`config.mk`:
```
export PLATFORM = sky130hd
export DESIGN_NAME = imem_loader
export DESIGN_NICKNAME = d
export VERILOG_FILES = /design/src/rtl/imem_loader.sv
export SDC_FILE = /design/constraint.sdc
export NUM_CORES = 1
export LEC_CHECK = 0
export CAP_MARGIN = 20
export CELL_PAD_IN_SITES_DETAIL_PLACEMENT = 2
export CELL_PAD_IN_SITES_GLOBAL_PLACEMENT = 2
export CORE_MARGIN = 3
export CORE_UTILIZATION = 30
export DETAILED_ROUTE_END_ITERATION = 12
export PLACE_DENSITY_LB_ADDON = 0.25
export SETUP_SLACK_MARGIN = 0.5
export SKIP_LAST_GASP = 1
export SLEW_MARGIN = 5
export SYNTH_ARGS = -nofsm -noshare
export SYNTH_HDL_FRONTEND = slang
export SYNTH_SLANG_ARGS = --single-unit
export TNS_END_PERCENT = 5
```
`constraint.sdc`:
```
create_clock -name clk -period 2.7 [get_ports clk]
set_input_delay 0.54 -clock clk [delete_from_list [all_inputs] [get_ports clk]]
set_output_delay 0.54 -clock clk [all_outputs]
set_load 0.005 [all_outputs]
```
`src/rtl/imem_loader.sv`:
```
// Instruction-memory loader: assembles an MSB-first byte stream into 32-bit words and writes them
// at consecutive word addresses while holding the CPU in reset. Optional checksum: IMEM_LOADER_CHECKSUM_EN.
module imem_loader #(
   parameter int          DEPTH    = 256,
   parameter logic [31:0] BASE_ADR = 32'h0000_0000
) (
   input  logic        clk,
   input  logic        rst,
   input  logic        start,
   input  logic [8:0]  len,
   input  logic [7:0]  byte_in,
   input  logic        byte_valid,
   output logic        byte_ready,
   output logic        wr_en,
   output logic [31:0] wr_adr,
   output logic [31:0] wr_data,
   output logic        busy,
   output logic        done,
   output logic        err,
   output logic        cpu_hold
);

   localparam logic [8:0] DEPTH_L = 9'(DEPTH);

   typedef enum logic [2:0] {
      S_IDLE,
      S_RECV,
      S_WRITE,
`ifdef IMEM_LOADER_CHECKSUM_EN
      S_CHK,
`endif
      S_DONE
   } state_t;

   state_t      state, state_nxt;
   logic [8:0]  eff_len;
   logic [8:0]  word_cnt;
   logic [1:0]  byte_cnt;
   logic [23:0] shift;
   logic [8:0]  len_clip;
   logic        start_ok;
   logic        accept;
   logic        last_byte;

   assign len_clip  = (len > DEPTH_L) ? DEPTH_L : len;
   assign start_ok  = start && (state == S_IDLE || state == S_DONE);
   assign accept    = byte_valid && byte_ready;
   assign last_byte = accept && (byte_cnt == 2'd3);

   // NOTE: state registers use non-blocking assignments so every flop samples pre-edge values.
   always_ff @(posedge clk or posedge rst) begin
      if (rst) state <= S_IDLE;
      else     state <= state_nxt;
   end

   // NOTE: every output of this block gets a default first, so no path can infer a latch.
   always_comb begin
      state_nxt  = state;
      byte_ready = 1'b0;
      busy       = 1'b0;
      case (state)
         S_IDLE, S_DONE: begin
            if (start) begin
               if (len_clip != 9'd0) state_nxt = S_RECV;
`ifdef IMEM_LOADER_CHECKSUM_EN
               else                  state_nxt = S_CHK;
`else
               else                  state_nxt = S_DONE;
`endif
            end
         end
         S_RECV: begin
            byte_ready = 1'b1;
            busy       = 1'b1;
            if (byte_valid && byte_cnt == 2'd3) state_nxt = S_WRITE;
         end
         S_WRITE: begin
            busy = 1'b1;
            if (word_cnt + 9'd1 == eff_len) begin
`ifdef IMEM_LOADER_CHECKSUM_EN
               state_nxt = S_CHK;
`else
               state_nxt = S_DONE;
`endif
            end else begin
               state_nxt = S_RECV;
            end
         end
`ifdef IMEM_LOADER_CHECKSUM_EN
         S_CHK: begin
            byte_ready = 1'b1;
            busy       = 1'b1;
            if (byte_valid && byte_cnt == 2'd3) state_nxt = S_DONE;
         end
`endif
         default: state_nxt = S_IDLE;
      endcase
   end

   assign wr_en    = (state == S_WRITE);
   assign done     = (state == S_DONE);
   assign cpu_hold = busy;

   always_ff @(posedge clk or posedge rst) begin
      if (rst) begin
         eff_len  <= '0;
         word_cnt <= '0;
         byte_cnt <= '0;
         shift    <= '0;
         wr_adr   <= BASE_ADR;
         wr_data  <= '0;
      end else begin
         if (start_ok) begin
            eff_len  <= len_clip;
            word_cnt <= '0;
            byte_cnt <= '0;
         end
         if (accept) begin
            shift    <= {shift[15:0], byte_in};
            byte_cnt <= byte_cnt + 2'd1;
         end
         // Address and data are captured with the 4th byte and then held until the next word.
         if (last_byte && state == S_RECV) begin
            wr_adr  <= BASE_ADR + {21'd0, word_cnt, 2'b00};
            wr_data <= {shift, byte_in};
         end
         if (state == S_WRITE) word_cnt <= word_cnt + 9'd1;
      end
   end

`ifdef IMEM_LOADER_CHECKSUM_EN
   logic [31:0] sum;

   always_ff @(posedge clk or posedge rst) begin
      if (rst) begin
         sum <= '0;
         err <= 1'b0;
      end else begin
         if (start_ok) begin
            sum <= '0;
            err <= 1'b0;
         end
         if (state == S_WRITE) sum <= sum + wr_data;
         if (last_byte && state == S_CHK && {shift, byte_in} != sum) err <= 1'b1;
      end
   end
`else
   assign err = 1'b0;
`endif

endmodule

```
# Word-level counts from Yosys, hierarchy flattened
# Cells that the tools add are included.
[op_classes] addsub=2 n_mul=0 div=0 n_lt_le_gt_ge=1 n_eq_ne=7 shifts=0 n_mux=12 bitwise=0 reduce_logical=13
[ops] op="9-bit two-way mux" n=3
[ops] op="9-bit by 1-bit adder with 9-bit output, second input constant" n=1
[ops] op="9-bit == test" n=1
[ops] op="9-bit > comparator, second input constant" n=1
[ops] op="3-bit one-hot mux with 3 select lines" n=1
[ops] op="9-bit nonzero test" n=1
[ops] op="2-bit two-way mux" n=4
[ops] op="3-bit by 2-bit == test with 1-bit output, second input constant" n=2
[ops] op="3-bit two-way mux" n=2
[ops] op="1-bit logical AND" n=5
[ops] op="2-bit != test, second input constant" n=2
[ops] op="2-bit nonzero test" n=2
[ops] op="2-bit OR reduction" n=2
[ops] op="3-bit by 1-bit == test with 1-bit output, second input constant" n=1
[ops] op="3-bit logical NOT" n=1
[ops] op="2-bit by 1-bit adder with 2-bit output, second input constant" n=1
[ops] op="2-bit == test, second input constant" n=1
[ops] op="1-bit two-way mux" n=2
[ops] op="2-bit AND reduction" n=1
[ops] op="1-bit logical OR" n=1
[totals] ff_bits=88 latchBits=0 ramBits=0 romBits=0 word_cells=42 n_memories=0

# Logic depth before layout (Yosys ltp)
# Gate-level depths: netlist (run 1).
[logic_depth] ltp_word=6 depth_mapped=7 depth_no_buf=7

# Worst setup path after synthesis (run 1)
# OpenSTA, ideal clock, no wires.
[synth_timing] path_type="flip-flop to flip-flop" start="register state[0]" end="register state[1]" arrival_time_ns=1.941 t_required_ns=2.608 path_slack_ns=0.668 stages_incl_launch_ff=8 n_path_buf=0 path_cell_list="dfrtp_1 > inv_1 > ha_1 > inv_1 > a2bb2oi_1 > o2111ai_1 > or4_1 > o31ai_2"
[synth_between] elab_chain_cells=4 elab_cells_between_ends=9 cone_classes="5 x eq/ne; 1 x mux; 3 x reduce/logical"
[synth_lines] element="start: declaration" line_no="35" rtl="state_t state, state_nxt;"
[synth_lines] element="start signal: assignment" line_no="53" rtl="else state <= state_nxt;"
[synth_lines] element="3-bit by 2-bit == test with 1-bit output / 3-bit logical NOT (equally long branches)" line_no="61" rtl="case (state)"
[synth_lines] element="2-bit OR reduction" line_no="61"
[synth_lines] element="2-bit != test (no line)"
[synth_lines] element="2-bit AND reduction (no line)"
# Parallel ways exist; a longest one is shown, timed or not.
# A chain may end at the register's enable or synchronous reset.

# Worst setup path in the final report (run 1)
[layout_timing] start="register state[0]" end="output port cpu_hold"
[layout_between] elab_chain_cells=3 elab_cells_between_ends=4 cone_classes="2 x eq/ne; 1 x mux; 1 x reduce/logical"
[layout_lines] element="3-bit by 2-bit == test with 1-bit output / 3-bit by 1-bit == test with 1-bit output (equally long branches)" line_no="61"
[layout_lines] element="2-bit OR reduction (no line) (*)"
[layout_lines] element="1-bit two-way mux (*)" line_no="61"
[layout_lines] element="end: declaration" line_no="20" rtl="output logic cpu_hold"
# Every way passes the cells marked *; elsewhere a longest branch is shown, timed or not.

==> impl_metrics.ini, run 1 <==
[run_status]
status = complete, no violations

[clock_tree]
clk_latency_ps = 340
cts_tree = built
cts_root_buf = clkbuf_16
path_clk_slew_ps = 60
clockBufferDepth = 2
clock-sinks = 87
cts_buffers = 9
h-tree-depth = 3
cts_hold_buf = 0

[layout]
layout.nets = 404
antenna_cells = 0
areaGrowthSynthToFinish_pct = 29.0
drive_gt1_share_pct = 25.9
final_core_util_pct = 40.7

[global_routing]
use_met3_pct = 3.30
grt_max_degree = 88
grt_pass1_wl_um = 14700
use_met1_pct = 16.5
antenna_found_initial = 0
top_usage_layer = met2
grtUsageMet2_pct = 21.5
grt_pass1_vias = 2663
grt-ovfl-total = 0
grt.total_usage_pct = 13.2

[worst_setup_path]
ff2ff_path_depth = 8
rrSetupSlack_ps = 650
cp.arrival_ps = 1610
crit_fanout = 3
crit_required_ps = 2160
rr_endpoint = state[1]
critPathCaptureType = output pin
path_class = reg2out
startpoint_type = flop
crit-reg2reg-launch = state[0]

[routing]
avgRoutedWirePerCell_um = 16.5
drtIter0Drc = 108
firstDrtPassIters = 5
drc = 0
viasPerCell = 4.49
ant_nets = 0
wl_um = 9070
vias = 2472

[sta]
period_share_pct = 79.7
max_freq_mhz = 465
fin_skew_ps = 2.81
tns_ps = 0
setup_ws_ps = 548
rsz0062_at_grt = yes
min_period_ps = 2150
whs_ps = 485
hold_violations = 0
worst_slew_pin_slew_ps = 672
setup_viol = 0
max-slew-margin-rel_pct = 55.1
slew_viol_final = 0

[pwr]
power_density_mw_per_mm2 = 1040
max-vdd-ir-drop_mv = 0.331
leakage_nw = 2.22

[synthesis]
ys_seq_elements = 87
synth.top_cell.area_share_pct = 56.0
synth_edf_count = 0
ys_types = 32
ys.flop_type = dfrtp_1
yosysTopAreaCell = dfrtp_1
synth_commonest_cells = dfrtp_1 (87), mux2_2 (66), buf_4 (27), nand2_1 (20), o21ai_0 (18)
yosysWarnings = 0
synth_area_leaders = dfrtp_1 (56%), mux2_2 (19%), buf_4 (5.2%)
synth.avg_cell_area_um2 = 12.6
ys_seq_area_share_pct = 56.0
syn-instance-count = 308
synth_most_common_cell = dfrtp_1
synth_area_mm2 = 0.00388
async_flop_share_pct = 100

[die]
die_area_mm2 = 0.0144
die-width_um = 120
pin_count = 91
start_util_pct = 31.6
die_h_um = 120
core-area_mm2 = 0.0123
rows = 40

[hold_path]
hold_start = wr_adr[7]
hold_class = reg2reg
hold_path_end = wr_adr[7]
min_path_cells = 2

[placement]
dp_slack_ps = 245
io_buffer_count = 66
dp_hpwl_um = 6090
gp_congestion = 0.706

[flow_run]
drv_cap = 0
## flip-flops by register name (all words and copies together) (netlist names)
register  count
word_cnt      9
wr_adr        9
byte_cnt      2
shift        24
wr_data      32
eff_len       9
state         2
## cells in the final DEF (no fill, tap or decap), types with 2 or more instances in the layout
| cell | n |
|---|---|
| clkbuf_16 | 9 |
| nor2b_1 | 3 |
| buf_12 | 2 |
| dfrtp_1 | 86 |
| nand3_1 | 8 |
| mux2_2 | 66 |
| o22ai_1 | 2 |
| xor2_1 | 3 |
| buf_4 | 6 |
| mux2i_1 | 3 |
| conb_1 | 24 |
| xnor2_1 | 10 |
| nor3_1 | 2 |
| a21oi_1 | 8 |
| o21ai_0 | 18 |
| nor2_1 | 5 |
| ha_4 | 2 |
| nand4_1 | 2 |
| inv_1 | 3 |
| ha_1 | 3 |
| clkinvlp_4 | 3 |
| clkbuf_1 | 2 |
| clkdlybuf4s50_1 | 66 |
| nand2_1 | 20 |
| nand2b_1 | 8 |
## kinds of logic (layout without fill, tap and decap cells)
kind of cell,after synthesis,after routing,synth area share [%]
flip-flops,87,87,56.0
multiplexers,69,69,19.9
AND/OR/NAND/NOR,55,55,7.38
buffers and inverters,44,95,6.89
AO/OA/AOI/OAI,33,33,4.83
XOR/XNOR,13,13,2.93
adder cells (fa/ha/maj),6,6,1.93
other,1,24,0.0965
## per-layer routing
| layer | share of wire, % | wire length [um] |
|---|---|---|
| met2 | 49 | 4490 |
| met1 | 44 | 4010 |
| met4 | 2.4 | 215 |
| met5 | 0 | 0 |
| met3 | 3.8 | 347 |
## power by group
group,switching [W],leakage [nW],internal [W]
Combinational,0.000730,0.960,0.00113
Clock,0.000531,0.136,0.000718
Sequential,0.000324,1.12,0.00180
## area by class of cell
class	count	area (um2)
Tap cell	168	210
Clock buffer	11	233
Fill cell	1334	7300
Multi-Input combinational cell	200	1570
Clock inverter	5	58.8
Sequential cell	87	2180
Inverter	5	22.5
Timing Repair Buffer	74	746
## worst max-delay path, stage by stage, from the launching register on
cell	delay (ps)
dfrtp_1	400
inv_1	100
ha_4	220
inv_2	60
clkdlybuf4s50_1	490
## stage by stage
stage / total power (W) / instances / area [um2]
3_3_place_gp: 0.00383 / 531 / 4660
4_1_cts: 0.00525 / 549 / 4970
2_1_floorplan: 0.00306 / 331 / 3980
6_report: 0.00524 / 550 / 5010
5_1_grt: 0.00561 / 550 / 5010
3_5_place_dp: 0.00394 / 531 / 4660
## repair_timing
item	in CTS	in global routing
setup endpoints to repair	4	4
gates resized for setup	2	5
endpoints found under the hold margin	0	0
cloned	0	0
buffers inserted	2	1
## how the worst max path moves through the flow
| stage | slack [ps] | startpoint | end | cells past startpoint |
|---|---|---|---|---|
| 2_1_floorplan | 670 | state[0] | state[1] | 7 |
| 3_3_place_gp | 330 | byte_valid | state[1] | 6 |
| 3_5_place_dp | 240 | byte_valid | state[1] | 6 |
| 4_1_cts | 470 | state[1] | cpu_hold | 3 |
| 5_1_grt | 470 | state[0] | cpu_hold | 4 |
| 6_report | 550 | state[0] | cpu_hold | 4 |
Power figures use the tool's default switching activity.
==> inputs of run 2 (changes only) <==
==> constraint.sdc (replaced) <==
create_clock -name clk -period 1.9 [get_ports clk]
set_input_delay 0.38 -clock clk [delete_from_list [all_inputs] [get_ports clk]]
set_output_delay 0.38 -clock clk [all_outputs]
set_load 0.005 [all_outputs]
==> run 2 against run 1 <==
Against the previous run: clock-buffer cell count rose by 2; clock skew grew 3.7 ps; sequential power increased by 40%; setup slack worse by 500 ps; combinational power up 73%; non-clock buffer count is 32 higher; critical path type is now reg2reg; largest cell class unchanged.
==> impl_metrics.ini, run 2 (synthesized netlist as in run 1, its figures left out) <==
[global_routing]
antenna_found_initial = 0
grt_max_degree = 70
grt.total_usage_pct = 13.3
grt-ovfl-total = 0
grt_pass1_vias = 2898
grt_pass1_wl_um = 15100

[hold_path]
hold_class = in2async

[worst_setup_path]
startpoint = state[1]
crit_fanout = 3
crit_required_ps = 2150
path_class = reg2reg
critPathCaptureType = flop
ff2ff_path_depth = 8
crit-reg2reg-launch = state[1]
cp.arrival_ps = 2110
startpoint_type = flop

[routing]
vias = 2630
ant_nets = 0
avgRoutedWirePerCell_um = 16.5
wl_um = 9620
viasPerCell = 4.52
drtIter0Drc = 77
firstDrtPassIters = 2
drc = 0

[die]
start_util_pct = 31.6
core-area_mm2 = 0.0123
die_h_um = 120
die_area_mm2 = 0.0144
rows = 40
pin_count = 91
die-width_um = 120

[sta]
rsz0062_at_grt = yes
slew_viol_final = 0
min_period_ps = 1860
hold_violations = 0
max_freq_mhz = 539
setup_viol = 0
period_share_pct = 97.7
fin_skew_ps = 6.51
whs_ps = 474

[layout]
drive_gt1_share_pct = 33.1
top_regs = wr_data (32), shift (24)
areaGrowthSynthToFinish_pct = 37.9
layout_common_cells = dfrtp_1 (87), mux2_2 (63), clkdlybuf4s50_1 (61)
largest_reg_flops = 32
largest-register = wr_data
final_cells = 582
final_common_cell = dfrtp_1
antenna_cells = 0
layout.nets = 436

[flow_run]
drv_cap = 0

[clock_tree]
clock-sinks = 87
path_clk_slew_ps = 60
h-tree-depth = 3
cts_buffers = 9
clockBufferDepth = 2
cts_tree = built
cts_root_buf = clkbuf_16
clk_latency_ps = 340

[pwr]
p_int_w = 0.00558
combPwrFrac_pct = 40.4
leakage_nw = 2.44
p_clk_share_pct = 22.1
seq_power_share_pct = 37.5
max-vdd-ir-drop_mv = 0.416
power_switching_w = 0.00238
switching_share_pct = 29.9
power_density_mw_per_mm2 = 1490

[placement]
gp_congestion = 0.726
dp.cells = 554
io_buffer_count = 66
dp_hpwl_um = 6560

[run_status]
status = complete, no violations
[run 2: worst max-delay path, stage by stage (launching register included)]
cell	delay [ps]
dfrtp_1	410
buf_4	150
ha_4	210
inv_2	60
a2bb2oi_2	130
buf_4	120
o2111ai_1	90
or4_1	430
o31ai_2	180
[run 2: routing by layer]
| layer | routed length, um | vias to the layer above | track usage [%] |
|---|---|---|---|
| met5 | 0 | - | 0 |
| met4 | 156 | 0 | 5.58 |
| met3 | 353 | 11 | 2.73 |
| met2 | 5160 | 53 | 23.8 |
| met1 | 3940 | 1351 | 15.5 |
| li1 | - | 1215 | - |
[run 2: layout make-up]
type                            instances  area [um2]
Inverter                                5        25.0
Sequential cell                        87        2180
Multi-Input combinational cell        200        1600
Fill cell                            1282        6950
Timing Repair Buffer                  106        1050
Clock inverter                          3        42.5
Tap cell                              168         210
Clock buffer                           13         250
[run 2: path summary, 6_finish.rpt]
check,end,slack [ps]
min reg2reg,wr_adr[7],490
max in group asynchronous,wr_data[27],1100
min,word_cnt[2],470
max,state[1],40
max reg2reg,state[1],40
min in group clk,wr_adr[7],490
[run 2: power by group through the flow]
stage	Sequential (W)	Clock, W	Combinational (W)
detailed placement	0.00303	0	0.00282
CTS	0.00301	0.00181	0.00294
global placement	0.00298	0	0.00269
global route	0.00311	0.00190	0.00352
finish	0.00299	0.00176	0.00322
floorplan	0.00295	0	0.00140
[run 2: through the flow]
stage | setup slack [ps] | utilization (%) | power [W] | TNS [ps] | instance area [um2]
2_1_floorplan | -132 | - | 0.00435 | -132 | 3980
3_3_place_gp | -205 | 39.5 | 0.00568 | -205 | 4860
3_5_place_dp | -237 | 39.5 | 0.00585 | -237 | 4860
4_1_cts | -14.0 | 42.3 | 0.00776 | -25.1 | 5210
5_1_grt | -117 | 43.5 | 0.00852 | -117 | 5360
6_report | 44.1 | 43.5 | 0.00797 | 0 | 5360
[run 2: timing repair]
item	4_1_cts	5_1_grt
hold buffers	0	0
endpoints found under the setup margin	127	133
buffers inserted	3	7
pin swaps	2	1
resized for setup	25	15
cloned	0	2
